### src/rtl/program_loader.sv
`default_nettype none
// ============================================================================
// Module      : program_loader
// Description : Streams up to 16 program bytes from a valid/ready byte source
//               into a 16-entry RAM through its manual-mode write port.
//               A session starts at start_addr and writes one byte per
//               address up to and including address 15. It ends with a
//               one-cycle done pulse when address 15 is written. It ends
//               with a sticky error if the source stalls for TIMEOUT_CYCLES
//               consecutive cycles. It ends silently on abort.
// Ports       : clk, rst_n        - clock, async active-low reset
//               start, start_addr - launch a session at the given address
//               abort             - end the active session
//               byte_valid/_data  - byte source; byte_ready is the handshake
//               ram_address/_data - RAM write address and data
//               manual_mode       - RAM held in manual mode (session active)
//               manual_read       - one-cycle RAM write strobe
//               busy, done, error - session status
//               bytes_loaded      - bytes written in the current/last session
// Revision    : 1.0 - initial release
// ============================================================================
module program_loader #(
    parameter int TIMEOUT_CYCLES = 1024
) (
    input  logic       clk,
    input  logic       rst_n,
    input  logic       start,
    input  logic [3:0] start_addr,
    input  logic       abort,
    input  logic       byte_valid,
    input  logic [7:0] byte_data,
    output logic       byte_ready,
    output logic [3:0] ram_address,
    output logic [7:0] ram_data,
    output logic       manual_mode,
    output logic       manual_read,
    output logic       busy,
    output logic       done,
    output logic       error,
    output logic [4:0] bytes_loaded
);

    localparam logic [2:0] c_IDLE      = 3'd0;
    localparam logic [2:0] c_WAIT_BYTE = 3'd1;
    localparam logic [2:0] c_WRITE     = 3'd2;
    localparam logic [2:0] c_DONE      = 3'd3;
    localparam logic [2:0] c_ERROR     = 3'd4;

    localparam logic [15:0] c_TMO_LAST = 16'(TIMEOUT_CYCLES - 1);

    logic [1:0]  r_rst_sync;
    logic [2:0]  r_state;
    logic [2:0]  w_state_nxt;
    logic [15:0] r_tmo;
    logic        r_byte_ready;
    logic [3:0]  r_ram_address;
    logic [7:0]  r_ram_data;
    logic        r_manual_mode;
    logic        r_manual_read;
    logic        r_done;
    logic        r_error;
    logic [4:0]  r_bytes_loaded;
    logic        w_run;
    logic        w_hs;
    logic        w_idle_like;

    // Reset asserts asynchronously but releases through two flops. The FSM
    // therefore cannot move before the third rising edge after release.
    always_ff @(posedge clk or negedge rst_n) begin
        if (!rst_n) begin
            r_rst_sync <= 2'b00;
        end else begin
            r_rst_sync <= {r_rst_sync[0], 1'b1};
        end
    end

    assign w_run       = r_rst_sync[1];
    assign w_hs        = r_byte_ready & byte_valid;
    assign w_idle_like = (r_state == c_IDLE) || (r_state == c_DONE) ||
                         (r_state == c_ERROR);

    always_comb begin
        w_state_nxt = r_state;
        case (r_state)
            c_IDLE, c_DONE, c_ERROR: begin
                // abort has no meaning here, so start wins over it.
                if (start) begin
                    w_state_nxt = c_WAIT_BYTE;
                end else if (r_state == c_DONE) begin
                    w_state_nxt = c_IDLE;
                end
            end
            c_WAIT_BYTE: begin
                // abort beats a same-cycle handshake; that byte is dropped.
                if (abort) begin
                    w_state_nxt = c_IDLE;
                end else if (w_hs) begin
                    w_state_nxt = c_WRITE;
                end else if (r_tmo == c_TMO_LAST) begin
                    w_state_nxt = c_ERROR;
                end
            end
            c_WRITE: begin
                if (abort) begin
                    w_state_nxt = c_IDLE;
                end else if (r_ram_address == 4'd15) begin
                    w_state_nxt = c_DONE;
                end else begin
                    w_state_nxt = c_WAIT_BYTE;
                end
            end
            default: w_state_nxt = c_IDLE;
        endcase
    end

    // Status outputs are registered from the next state. Each output then
    // lines up exactly with the state it describes.
    always_ff @(posedge clk or negedge rst_n) begin
        if (!rst_n) begin
            r_state        <= c_IDLE;
            r_tmo          <= 16'd0;
            r_byte_ready   <= 1'b0;
            r_ram_address  <= 4'd0;
            r_ram_data     <= 8'd0;
            r_manual_mode  <= 1'b0;
            r_manual_read  <= 1'b0;
            r_done         <= 1'b0;
            r_error        <= 1'b0;
            r_bytes_loaded <= 5'd0;
        end else if (w_run) begin
            r_state       <= w_state_nxt;
            r_byte_ready  <= (w_state_nxt == c_WAIT_BYTE);
            r_manual_mode <= (w_state_nxt == c_WAIT_BYTE) ||
                             (w_state_nxt == c_WRITE);
            r_manual_read <= (w_state_nxt == c_WRITE);
            r_done        <= (w_state_nxt == c_DONE);

            if (w_idle_like && start) begin
                r_ram_address  <= start_addr;
                r_bytes_loaded <= 5'd0;
                r_error        <= 1'b0;
                r_tmo          <= 16'd0;
            end

            if ((r_state == c_WAIT_BYTE) && !abort) begin
                if (w_hs) begin
                    r_ram_data <= byte_data;
                    r_tmo      <= 16'd0;
                end else if (r_tmo == c_TMO_LAST) begin
                    r_error <= 1'b1;
                end else begin
                    r_tmo <= r_tmo + 16'd1;
                end
            end

            // The strobe is already on the RAM pins, so the byte counts even
            // if abort arrives. The address stays put once the session ends.
            if (r_state == c_WRITE) begin
                r_bytes_loaded <= r_bytes_loaded + 5'd1;
                if (!abort && (r_ram_address != 4'd15)) begin
                    r_ram_address <= r_ram_address + 4'd1;
                end
            end
        end
    end

    assign byte_ready   = r_byte_ready;
    assign ram_address  = r_ram_address;
    assign ram_data     = r_ram_data;
    assign manual_mode  = r_manual_mode;
    assign manual_read  = r_manual_read;
    assign busy         = r_manual_mode;
    assign done         = r_done;
    assign error        = r_error;
    assign bytes_loaded = r_bytes_loaded;

endmodule
`default_nettype wire

### config.mk
export PLATFORM = sky130hd
export DESIGN_NAME = program_loader
export DESIGN_NICKNAME = d
export VERILOG_FILES = /design/src/rtl/program_loader.sv
export SDC_FILE = /design/constraint.sdc
export NUM_CORES = 1
export LEC_CHECK = 0
export ABC_AREA = 1
export BUFFER_PORTS_ARGS = -buffer_cell sky130_fd_sc_hd__buf_2
export CAP_MARGIN = 5
export CORE_ASPECT_RATIO = 0.6
export CORE_MARGIN = 3
export CORE_UTILIZATION = 47
export CTS_CLUSTER_DIAMETER = 30
export CTS_CLUSTER_SIZE = 8
export DETAILED_ROUTE_END_ITERATION = 6
export PLACE_DENSITY_LB_ADDON = 0.15
export SLEW_MARGIN = 20
export SYNTH_ARGS = -nofsm -noshare
export SYNTH_HDL_FRONTEND = slang
export SYNTH_SLANG_ARGS = --single-unit
export TNS_END_PERCENT = 20
### constraint.sdc
create_clock -name clk -period 1.8 [get_ports clk]
set_input_delay 0.09 -clock clk [delete_from_list [all_inputs] [get_ports clk]]
set_output_delay 0.09 -clock clk [all_outputs]
set_load 0.05 [all_outputs]
==> results.ini <==
[final_layout]
final_common_cell = nand2_1
drive_gt1_share_pct = 24.6
num_antenna_cells = 0
seq_area_sq_um = 1080
n_fill_cell = 444
syn_to_final_growth_pct = 18.0
multiInputGateArea_sq_um = 1300
stdcell_count = 437
final_cell_mix = nand2_1 (84), dfrtp_1 (43), buf_2 (39)
design_area_sq_um = 2960
fin_nets = 393

[global_routing]
grt_pass1_vias = 2117
grt_overflow = 0
antenna_found_initial = 0
grt_pass1_wl_um = 10600
gr-usage-all-layers_pct = 21.2
grt_max_degree = 29

[routing]
wire_per_inst_um = 14.8
via_per_inst = 5.42
drc = 0
routed_wl_um = 6450
first_pass_iters = 5
ant_nets = 0
drtIter0Drc = 210
via_count = 2368

[setup_path]
r2r_cells = 5
path_max_fanout = 10
end_kind = flip-flop
reg2reg_setup_slack_ns = 0.19
slowest_delay_ns = 0.43
worstReg2RegStart = r_state[1]
cpMaxStageDelayCell = dfrtp_1
critPathBufInv = 1
path_cells = inv_2 -> nand3_1 -> nor2_4 -> nand3_2 -> mux2_2
path_class = reg -> reg
worst-endpoint-required_ns = 1.98
start_kind = flip-flop
cp-startpoint = r_state[1]
crit_arrival_ns = 1.80
cp_num_cells = 5
path_delay_family = simple AND/OR/NAND/NOR gates

[synth]
synth_top_area_share_pct = 42.9
ys_warn_count = 0
synth_cell_types = 36
syn_area_sq_um = 2510
syn_avg_cell_area_sq_um = 7.82
synth_area_leaders = dfrtp_1 (43%), nand2_1 (13%), nand3_1 (7.2%)
synth_edf_count = 0
synth_nets = 341
synth_top_cell_by_area = dfrtp_1
synth_flop_cell = dfrtp_1
synthCells = 321
ys_async_sr_fraction_pct = 100
ys_seq_elements = 43
yosysSeqAreaShare_pct = 42.9

[place]
gp_congestion = 0.987
postPlaceCellArea_sq_um = 2830
io_buffers = 39
dp_hpwl_um = 5010
dp_cells = 427

[clocking]
clk_pin_slew_ns = 0.09
root_buffer = clkbuf_8
max-clock-path-buffers = 2
clkLatencyLatePin_ns = 0.30
numCtsBuffers = 5
clock-sinks = 43
cts_tree = done
cts_max_level = 2

[timing]
skew_ns = 0.00675
slew_violations = 0
setup_tns_ns = 0
relSlewSlack_pct = 57.3
setup_viol = 0
rsz0062_at_grt = false
period_share_pct = 89.6
hold_violations = 0
fin_crit_ns = 1.61
fmax_mhz = 620
tightest_slew_ns = 0.640

[pwr]
p_leak_nw = 1.54
total_power_mw = 3.39
ir_drop_mv = 1.08
power.density_nw_per_um2 = 1140

[hold_path]
worstHoldStart = byte_data[5]
min_path_cells = 2
hp-class = in -> reg

[die]
rows = 19
coreArea_sq_um = 4850
die_x_um = 100
die_y_um = 62.6
dieArea_sq_um = 6280
ios = 40
start_util_pct = 51.8

[outcome]
run_status = completed

[run]
maxCapViolCount = 0

[layer usage]
layer / share of wire (%) / vias to the layer above / GRT usage (%)
met1: 51 / 1109 / 34.5
met3: 9.1 / 4 / 4.79
li1: - / 1157 / -
met2: 39 / 98 / 28.8
met4: 0.34 / 0 / 2.52
met5: 0 / - / 0
[area by class of cell]
cell class	instances	share of cell area [%]
clock buffers	5	2.32
clock inverters	3	1.48
inverters	28	3.55
multi-input cells	244	44.0
flip-flops and latches	43	36.3
well taps	63	2.66
repair buffers	51	9.71
[through the flow]
step / utilization [%] / hold slack [ns] / worst slack [ns]
after CTS: 60.9 / 0.0167 / 0.183
after global placement: 58.4 / 0.146 / 0.191
after detailed placement: 58.4 / 0.153 / 0.217
final: 61.1 / 0.0216 / 0.187
after global routing: 61.1 / 0.00971 / 0.0499
after floorplan: - / -0.206 / 0.152
[power breakdown]
group / switching (mW) / total, mW / internal (mW)
registers: 0.172 / 1.32 / 1.14
logic: 0.943 / 1.31 / 0.366
clock network: 0.351 / 0.765 / 0.414
[final timing paths]
path,to
min reg2reg,r_rst_sync[1]
max,ram_data[0]
min,ram_data[5]
max reg2reg,ram_data[0]
max in group asynchronous,r_tmo[2]
min in group asynchronous,bytes_loaded[0]
[flip-flops by register name, summed over array words and instances, names as in the netlist]
| name | cells |
|---|---|
| busy | 1 |
| byte_ready | 1 |
| bytes_loaded | 5 |
| done | 1 |
| error | 1 |
| manual_read | 1 |
| r_rst_sync | 2 |
| r_state | 3 |
| r_tmo | 16 |
| ram_address | 4 |
| ram_data | 8 |
[cell usage after synthesis (3+ instances only)]
library cell	instances
nor2_2	5
o21ai_0	14
nand2_2	3
xor2_1	3
nor2_1	33
nand4_1	4
nand3_1	36
dfrtp_1	43
a21oi_1	17
nor3_1	5
inv_2	5
ha_1	3
inv_1	23
buf_2	3
nor2_4	3
mux2_2	8
nand2_1	85
[logic make-up (layout without fill, tap and decap cells)]
kind of cell             after synthesis  in the layout  share of synthesized area (%)
multiplexers                           8              8                           3.59
flip-flops                            43             43                           42.8
other                                  1              1                          0.149
XOR/XNOR                               5              5                           1.74
adder cells (fa/ha/maj)                3              3                           1.49
AND/OR/NAND/NOR                      183            183                           34.4
AO/OA/AOI/OAI                         44             44                           10.4
buffers and inverters                 34             87                           5.38
[repair_timing]
item,4_1_cts,5_1_grt
setup endpoints to repair,0,1
hold endpoints to repair,26,0
setup buffers,0,1
gates resized for setup,0,1
hold buffers,1,0
(Power assumes the default switching activity.)
